==> src/rtl/collision_engine.sv <==
// collision_engine: one shared circle-overlap engine that tests the player against N_OBJ object channels once per frame.
// Build macro SPRITE_COOLDOWN_EN adds a per-channel cooldown of COOL_FR completed scans after each hit.
module collision_engine #(
   parameter int               N_OBJ     = 5,
   parameter int               OBJ_R     = 8,
   parameter logic [N_OBJ-1:0] FOOD_MASK = N_OBJ'(5'b10000),
   parameter int               SCORE_W   = 12,
   parameter int               COOL_FR   = 30
) (
   input  logic                  clk,
   input  logic                  reset_n,
   input  logic                  frame_tick,
   input  logic                  run,
   input  logic                  clear,
   input  logic [9:0]            px,
   input  logic [9:0]            py,
   input  logic [5:0]            pr,
   input  logic [10*N_OBJ-1:0]   obj_x,
   input  logic [10*N_OBJ-1:0]   obj_y,
   output logic [N_OBJ-1:0]      hit,
   output logic                  hit_enemy,
   output logic [SCORE_W-1:0]    score,
   output logic                  busy,
   output logic                  overrun
);

   localparam int               IW    = (N_OBJ > 1) ? $clog2(N_OBJ) : 1;
   localparam logic [IW-1:0]    LAST  = IW'(N_OBJ - 1);
   localparam logic [6:0]       OBJR7 = 7'(OBJ_R);
   localparam int               SUM_W = SCORE_W + 5;
   localparam logic [SUM_W-1:0] SAT   = SUM_W'({SCORE_W{1'b1}});

   if (N_OBJ < 1 || N_OBJ > 16) begin : gBadNObj
      $error("collision_engine: N_OBJ must be 1..16");
   end
   if (OBJ_R < 0 || OBJ_R > 63) begin : gBadObjR
      $error("collision_engine: OBJ_R must be 0..63");
   end
   if (COOL_FR < 0) begin : gBadCool
      $error("collision_engine: COOL_FR must be non-negative");
   end

   typedef enum logic [1:0] {
      IDLE,
      SCAN,
      DONE
   } state_t;

   state_t             state_q, state_d;
   logic [IW-1:0]      idx_q, idx_d;
   logic [9:0]         px_q, px_d;
   logic [9:0]         py_q, py_d;
   logic [5:0]         pr_q, pr_d;
   logic [N_OBJ-1:0]   latch_q, latch_d;
   logic [SCORE_W-1:0] score_q, score_d;
   logic               overrun_q, overrun_d;

   logic [9:0]         ox, oy, dx, dy;
   logic [19:0]        dx2, dy2;
   logic [20:0]        d2;
   logic [6:0]         rs;
   logic [13:0]        lim;
   logic               closeNow;
   logic [N_OBJ-1:0]   coolBusy;
   logic [N_OBJ-1:0]   foodHits;
   logic [4:0]         foodCnt;
   logic [SUM_W-1:0]   scoreSum;
   logic               startScan;

   always_ff @(posedge clk or negedge reset_n) begin
      if (!reset_n) begin
         state_q   <= IDLE;
         idx_q     <= '0;
         px_q      <= '0;
         py_q      <= '0;
         pr_q      <= '0;
         latch_q   <= '0;
         score_q   <= '0;
         overrun_q <= 1'b0;
      end else begin
         state_q   <= state_d;
         idx_q     <= idx_d;
         px_q      <= px_d;
         py_q      <= py_d;
         pr_q      <= pr_d;
         latch_q   <= latch_d;
         score_q   <= score_d;
         overrun_q <= overrun_d;
      end
   end

   // clear and a dropped run both abandon a scan in progress.
   always_comb begin
      state_d = state_q;
      unique case (state_q)
         IDLE: if (frame_tick && run && !clear) state_d = SCAN;
         SCAN: begin
            if (clear || !run)        state_d = IDLE;
            else if (idx_q == LAST)   state_d = DONE;
         end
         DONE: state_d = IDLE;
         default: state_d = IDLE;
      endcase
   end

   always_comb begin
      hit       = (state_q == DONE) ? latch_q : '0;
      hit_enemy = |(hit & ~FOOD_MASK);
      busy      = (state_q == SCAN);
      score     = score_q;
      overrun   = overrun_q;
   end

   always_comb begin
      ox = '0;
      oy = '0;
      for (int i = 0; i < N_OBJ; i++) begin
         if (idx_q == IW'(i)) begin
            ox = obj_x[10*i +: 10];
            oy = obj_y[10*i +: 10];
         end
      end
   end

   // Full-width arithmetic so no distance can wrap into a false hit.
   always_comb begin
      dx       = (px_q >= ox) ? (px_q - ox) : (ox - px_q);
      dy       = (py_q >= oy) ? (py_q - oy) : (oy - py_q);
      dx2      = 20'(dx) * 20'(dx);
      dy2      = 20'(dy) * 20'(dy);
      d2       = 21'(dx2) + 21'(dy2);
      rs       = 7'(pr_q) + OBJR7;
      lim      = 14'(rs) * 14'(rs);
      closeNow = (d2 < 21'(lim));
   end

   always_comb begin
      startScan = (state_q == IDLE) && (state_d == SCAN);
      idx_d     = (state_q == SCAN && state_d == SCAN) ? idx_q + IW'(1) : '0;
      px_d      = startScan ? px : px_q;
      py_d      = startScan ? py : py_q;
      pr_d      = startScan ? pr : pr_q;
   end

   // The latch survives only SCAN -> DONE; an aborted scan leaves nothing behind.
   always_comb begin
      latch_d = latch_q;
      unique case (state_q)
         IDLE: latch_d = '0;
         SCAN: begin
            if (state_d == IDLE) begin
               latch_d = '0;
            end else begin
               for (int i = 0; i < N_OBJ; i++) begin
                  if (idx_q == IW'(i) && closeNow && !coolBusy[i]) latch_d[i] = 1'b1;
               end
            end
         end
         default: latch_d = latch_q;
      endcase
   end

   always_comb begin
      foodHits = latch_q & FOOD_MASK;
      foodCnt  = '0;
      for (int i = 0; i < N_OBJ; i++) begin
         foodCnt = foodCnt + 5'(foodHits[i]);
      end
      scoreSum = SUM_W'(score_q) + SUM_W'(foodCnt);
      score_d  = score_q;
      if (clear) begin
         score_d = '0;
      end else if (state_q == DONE) begin
         score_d = (scoreSum > SAT) ? {SCORE_W{1'b1}} : scoreSum[SCORE_W-1:0];
      end
   end

   always_comb begin
      overrun_d = overrun_q;
      if (clear)                              overrun_d = 1'b0;
      else if (state_q == SCAN && frame_tick) overrun_d = 1'b1;
   end

`ifdef SPRITE_COOLDOWN_EN
   localparam int CW = (COOL_FR > 0) ? $clog2(COOL_FR + 1) : 1;

   logic [N_OBJ-1:0][CW-1:0] cool_q, cool_d;

   always_ff @(posedge clk or negedge reset_n) begin
      if (!reset_n) cool_q <= '0;
      else          cool_q <= cool_d;
   end

   // Counters tick only on completed scans, reloading on a fresh hit.
   always_comb begin
      cool_d   = cool_q;
      coolBusy = '0;
      for (int i = 0; i < N_OBJ; i++) begin
         coolBusy[i] = (cool_q[i] != '0);
         if (clear) begin
            cool_d[i] = '0;
         end else if (state_q == DONE) begin
            if (latch_q[i])             cool_d[i] = CW'(COOL_FR);
            else if (cool_q[i] != '0)   cool_d[i] = cool_q[i] - CW'(1);
         end
      end
   end
`else
   always_comb coolBusy = '0;
`endif

endmodule
==> config.mk <==
export PLATFORM = sky130hd
export DESIGN_NAME = collision_engine
export DESIGN_NICKNAME = d
export VERILOG_FILES = /design/src/rtl/collision_engine.sv
export SDC_FILE = /design/constraint.sdc
export NUM_CORES = 1
export LEC_CHECK = 0
export ABC_CLOCK_PERIOD_IN_PS = 10800
export CAP_MARGIN = 0
export CORE_AREA = 4 4 177 179
export CTS_BUF_LIST = sky130_fd_sc_hd__clkbuf_8
export DETAILED_ROUTE_END_ITERATION = 8
export DIE_AREA = 0 0 181 183
export GPL_TIMING_DRIVEN = 0
export PLACE_DENSITY = 0.71
export SLEW_MARGIN = 20
export SYNTH_ARGS = -nofsm -noshare
export SYNTH_HDL_FRONTEND = slang
export SYNTH_SLANG_ARGS = --single-unit
==> constraint.sdc <==
create_clock -name clk -period 10.8 [get_ports clk]
set_input_delay 1.08 -clock clk [delete_from_list [all_inputs] [get_ports clk]]
set_output_delay 1.08 -clock clk [all_outputs]
set_load 0.05 [all_outputs]
# Yosys cells after proc, flatten, opt, wreduce, memory -nomap -nowiden

Cells that the tools add are included.

Add/subtract/negate cells: 8
$mul: 3
Order comparisons: 4
Eq/ne operators: 12
Muxes and demuxes: 30
Reduce and logical (&&, ||, !) cells: 25

Operators by type and width:

| cell                   | count |
|---|---|
| $mux W10               | 12 |
| $mul A10 B10 Y20       | 2 |
| $sub A10 B10 Y10       | 4 |
| $mux W12               | 3 |
| $add A20 B20 Y21       | 1 |
| $lt A21 B14 Y1         | 1 |
| $ge A10 B10 Y1         | 2 |
| $ne A3 B1 Y1 const B   | 5 |
| $mul A7 B7 Y14         | 1 |
| $add A12 B1 Y13        | 1 |
| $gt A13 B12 Y1 const B | 1 |
| $logic_and A1 B1 Y1    | 10 |
| $mux W5                | 2 |
| $pmux W5 S2            | 1 |
| $reduce_and A2 Y1      | 5 |
| $add A6 B4 Y7 const B  | 1 |
| $mux W1                | 7 |
| $eq A3 B2 Y1 const B   | 2 |
| $mux W2                | 3 |
| $reduce_bool A2 Y1     | 3 |
| $eq A2 B1 Y1 const B   | 2 |
| $logic_not A2 Y1       | 2 |
| $pmux W2 S2            | 1 |
| $reduce_or A4 Y1       | 1 |
| 8 further kinds        | 9 |

Bits in registers: 49
Input bits: 131
Output and inout port bits: 20
Word-level logic and storage cells: 94

# Depth between registers and ports, before layout

Word-level depth: 15
Gate-level depth with buffers: 49
Gate-level depth less buffers: 47

# Least setup slack after synthesis

Ideal clock, no wire load.

Path type: reg2reg
Start point: register idx_q[0]
End point: register latch_q[2]
Setup time: 0.083 ns
Arrival: 10.896 ns
Data required time: 10.717 ns
Setup slack: -0.179 ns
Cell stages (with the launch flop): 46
Buffers on the path: 1
Period minus slack after synthesis: 10.979 ns
Cell sequence: dfrtp_1 > inv_1 > ha_1 > nor2b_1 > nor2b_1 > clkbuf_1 > a22oi_1 > a211oi_1 > a21oi_1 > a21o_1 > inv_1 > ha_1 > inv_1 > fa_1 > a21o_1 > a211oi_2 > o211a_1 > nor2_2 > (+10 left out) > fa_1 > fa_1 > inv_1 > fa_1 > inv_1 > ha_1 > a2111oi_0 > o21ba_2 > o21ai_0 > xor2_1 > ha_1 > a2111oi_0 > o221ai_1 > a2111oi_0 > o211ai_1 > a211oi_1 > nand4b_1 > o21ai_0

Word-level cells in the longest chain between the ends: 14
Elaborated cells on any way between the ends: 36
Those cells by class: add/sub: 5; mul: 2; order compare: 3; eq/ne: 5; mux: 17; reduce/logical: 4

Ends and longest elaborated chain:

| what                                           | RTL line | RTL |
|---|---|---|
| start, declared                                | 50       | `logic [IW-1:0] idx_q, idx_d;` |
| start signal, assigned                         | 82       | `idx_q <= idx_d;` |
| $logic_not A3 Y1                               | 118      | `if (idx_q == IW'(i)) begin` |
| $mux W10 (5 in a row)                          | 118      |  |
| $sub A10 B10 Y10, or another cell as far along | 127      | `dx = (px_q >= ox) ? (px_q - ox) : (ox - px_q);` |
| $mux W10, on equally long branches             | 127, 128 |  |
| $mul A10 B10 Y20, on equally long branches     | 129, 130 |  |
| $add A20 B20 Y21                               | 131      | `d2 = 21'(dx2) + 21'(dy2);` |
| $lt A21 B14 Y1                                 | 134      | `closeNow = (d2 < 21'(lim));` |
| $logic_and A1 B1 Y1                            | 155      | `if (idx_q == IW'(i) && closeNow && !coolBusy[i]) latch_d[i] = 1'b1;` |
| $ne A3 B1 Y1 (no line)                         | n/a      |  |
| $reduce_and A2 Y1 (no line)                    | n/a      |  |
| end signal, assigned                           | 86       | `latch_q <= latch_d;` |
| end, declared                                  | 54       | `logic [N_OBJ-1:0] latch_q, latch_d;` |

Parallel ways exist; a longest one is shown, timed or not.
A chain may end at the register's enable or synchronous reset.

# Worst setup path in the final report

Start point: input port obj_x[10]
End point: register latch_q[2]

Word-level cells in the longest chain between the ends: 12
Elaborated cells on any way between the ends: 14
Those cells by class: add/sub: 3; mul: 1; order compare: 2; eq/ne: 1; mux: 5; reduce/logical: 2

Ends and longest elaborated chain:

| what                                                      | RTL line | RTL |
|---|---|---|
| start, declared                                           | 18       | `input logic [10*N_OBJ-1:0] obj_x,` |
| $mux W10 * (4 in a row)                                   | 118      |  |
| $sub A10 B10 Y10 / $ge A10 B10 Y1 (equally long branches) | 127      |  |
| $mux W10 *                                                | 127      |  |
| $mul A10 B10 Y20 *                                        | 129      | `dx2 = 20'(dx) * 20'(dx);` |
| $add A20 B20 Y21 *                                        | 131      |  |
| $lt A21 B14 Y1 *                                          | 134      |  |
| $logic_and A1 B1 Y1 *                                     | 155      |  |
| $ne A3 B1 Y1 (no line) *                                  | n/a      |  |
| $reduce_and A2 Y1 (no line) *                             | n/a      |  |

Mark *: on every way between the ends. The rest lies on a longest branch, timed or not.

==> metrics.md <==
| Metric | Value |
|---|---|
| Outcome | `complete, no violations` |
| Setup CP Type | `in -> reg` |
| Crit-path max FO | `6` |
| Diode count | `0` |
| Max Clock Freq | `92.94 MHz` |
| Final worst slack | `0.04018 ns` |
| Number of port buffers | `150` |
| Vias in the first global route | `10960` |
| Yosys top cell area share | `0.2467` |
| Finished Layout Cells | `2026` |
| EDFF count, synth | `0` |
| First-pass GRT wire length | `52450 um` |
| Hpwl dp | `26560 um` |
| DIE HEIGHT | `183 um` |
| Most frequent cells in the layout | `247 x inv_1, 155 x ha_1, 147 x fa_1, 147 x clkdlybuf4s50_1, 134 x nor2_1` |
| Adder-cell share of the synthesized area | `0.4217` |
| Syn Std Cell Area | `0.01209 mm2` |
| Clock period minus worst slack | `10.76 ns` |
| Xor-xnor portion of the synthesized cell area | `0.03405` |
| Register bit total from synthesis | `49` |
| Slew @ Worst Pin | `0.8074 ns` |
| CTS clock-pin slew for the worst setup and hold paths | `0.10 ns` |
| Final setup violation count | `0` |
| GRT Util Overall | `0.1900` |
| WHS | `0.4904 ns` |
| Gpl congestion | `0.9094` |
| Pre-CTS WS | `-1.983 ns` |
| Max_cap viols | `0` |
| TritonCTS clock tree | `done` |
| Worst slew margin | `0.4617` |
| Top_reg_cell synth | `dfrtp_1` |
| Mux cell area share after synthesis | `0.04264` |
| Element type at the critical path end | `flip-flop` |
| First DRT Iteration DRCs | `464` |
| Seq/Total Area, Yosys | `0.1014` |
| Max-slew violation count | `0` |
| Main combinational cell family by area after synthesis | `adder cells` |
| Post-DR vias/cell | `5.312` |
| Placed Cells | `1946` |
| Starting Density | `0.4090` |
| CP Data Arrival Time | `11.02 ns` |
| Required time worst endpoint | `11.06 ns` |
| Root buffer selected by CTS | `clkbuf_8` |
| CTS Sinks | `49` |
| Synth warnings | `0` |
| Total CTS buffers | `5` |
| Die X | `181 um` |
| Crit share post-route | `0.9963` |
| DRT Pass-1 Iters | `5` |
| RSZ-0062 raised after global routing | `yes` |
| Die ar. | `0.03312 mm2` |
| Post-synthesis simple-gate area fraction | `0.1466` |
| Largest cells by area after synthesis | `fa_1 25%, ha_1 17%, dfrtp_1 10%` |
| DRC | `0` |
| Grt ovf | `0` |
| Most common cell after layout, fill and taps aside | `inv_1` |
| Num rows | `63` |
| Min-delay worst type | `reg -> reg` |
| CP most frequent cell | `fa_1` |
| Setup Skew | `0.01266 ns` |
| Filler cells | `2609` |
| Synth Area in Compound Gates | `0.1588` |
| Syn_nets | `1855` |
| Initial antenna violation count | `0` |
| Hold_buf cts | `0` |
| Largest net degree at the start of global routing | `50` |
| Synth cell types | `83` |
| Synth area leader | `fa_1` |
| Final Hold Fails | `0` |
| FFs w/ async S/R, synth | `1.000` |
| Clk buf depth | `2` |
| Clock Latency Late Sink | `0.34 ns` |
| ANT nets after route | `0` |
| Routed via count | `10760` |
| Gate Count Post-Synth | `1406` |
| Total wire length | `32850 um` |
| Clock H-tree levels | `2` |
| Slowest CP cell | `fa_1` |
| WL/cell | `16.21 um` |
| I/O pins | `151` |
| Avg Cell Area, Syn | `8.598 um2` |
| Nets | `2084` |
| Share of cells above drive strength 1 | `0.1785` |
| Core Box Area | `0.02956 mm2` |
| Crit path launch type | `primary input` |
| CP peak stage delay | `0.56 ns` |
| Area grow syn2layout | `29.64%` |
==> registers in the layout, summed over array words and instances, names as in the netlist <==
name     count
idx_q        3
latch_q      5
overrun      1
pr_q         6
px_q        10
py_q        10
score       12
state_q      2
==> cells in the mapped netlist, types with 12 or more instances <==
cell	number
fa_1	149
xor2_1	12
o21ai_0	51
ha_1	169
a21oi_1	67
a22oi_1	20
a211oi_1	38
inv_1	257
dfrtp_1	49
nand2b_1	25
nor2_1	146
nor3_1	22
clkbuf_1	33
mux2_2	30
a21o_1	34
nand3_1	14
nor2b_1	22
xnor2_1	30
and2_1	18
nand2_1	58
==> path summary, 6_finish.rpt <==
kind                         endpoint  slack, ns  cells past startpoint  startpoint
min in group asynchronous     py_q[8]       0.77                      1     reset_n
setup reg to reg           latch_q[2]       0.09                     49    idx_q[0]
hold reg to reg            latch_q[0]       0.49                      2  latch_q[0]
setup / recovery           latch_q[2]       0.04                     45   obj_x[10]
max in group asynchronous    score[7]       9.56                      1     reset_n
hold / removal             latch_q[0]       0.49                      2  latch_q[0]
==> cell families (layout without fill, tap and decap cells) <==
kind of cell / count (synthesis) / count (layout)
simple gates: 363 / 363
fa+ha+maj: 318 / 318
buf+inv: 301 / 531
compound gates: 285 / 285
flops: 49 / 49
mux: 45 / 45
xor+xnor: 44 / 44
other cells: 1 / 1
==> area by class of cell <==
class	count	area (um2)	area share
Timing Repair Buffer	226	2087	0.1332
Buffer	38	249.0	0.01589
Tap cell	390	488.0	0.03114
Inverter	259	979.7	0.06251
Clock inverter	3	22.52	0.001437
Clock buffer	5	68.82	0.004391
Multi-Input combinational cell	1056	10550	0.6732
Sequential cell	49	1226	0.07824
==> metrics by stage <==
step | TNS, ns | area, um2 | utilization
2_1_floorplan | 0 | 12100 | -
3_3_place_gp | -9.327 | 14080 | 0.4765
3_5_place_dp | -9.792 | 14080 | 0.4764
4_1_cts | 0 | 14910 | 0.5045
5_1_grt | -1.791 | 15670 | 0.5302
6_report | 0 | 15670 | 0.5302
==> metal layers <==
| layer | vias up | routed length (um) | track usage |
|---|---|---|---|
| li1 | 5130 | - | - |
| met1 | 5270 | 13270 | 0.2310 |
| met2 | 310 | 16970 | 0.3508 |
| met3 | 53 | 1579 | 0.02122 |
| met4 | 0 | 1029 | 0.06545 |
| met5 | - | 0 | 0 |
==> what timing repair did <==
| action | in CTS | in global routing |
|---|---|---|
| resized for setup | 123 | 116 |
| endpoints found under the setup margin | 5 | 5 |
| buffers inserted | 36 | 40 |
| pin swaps | 49 | 77 |
==> worst max-delay path, delay by kind of cell <==
family / cells / cell delay (ns)
AO/OA/AOI/OAI: 16 / 2.85
adder cells (fa/ha/maj): 11 / 4.64
AND/OR/NAND/NOR: 5 / 0.56
XOR/XNOR: 2 / 0.43
buffers and inverters: 11 / 1.42
Power is left out: the tool's default activity adds up to more than one toggle a clock period on the data nets, which glitch-free logic cannot reach.
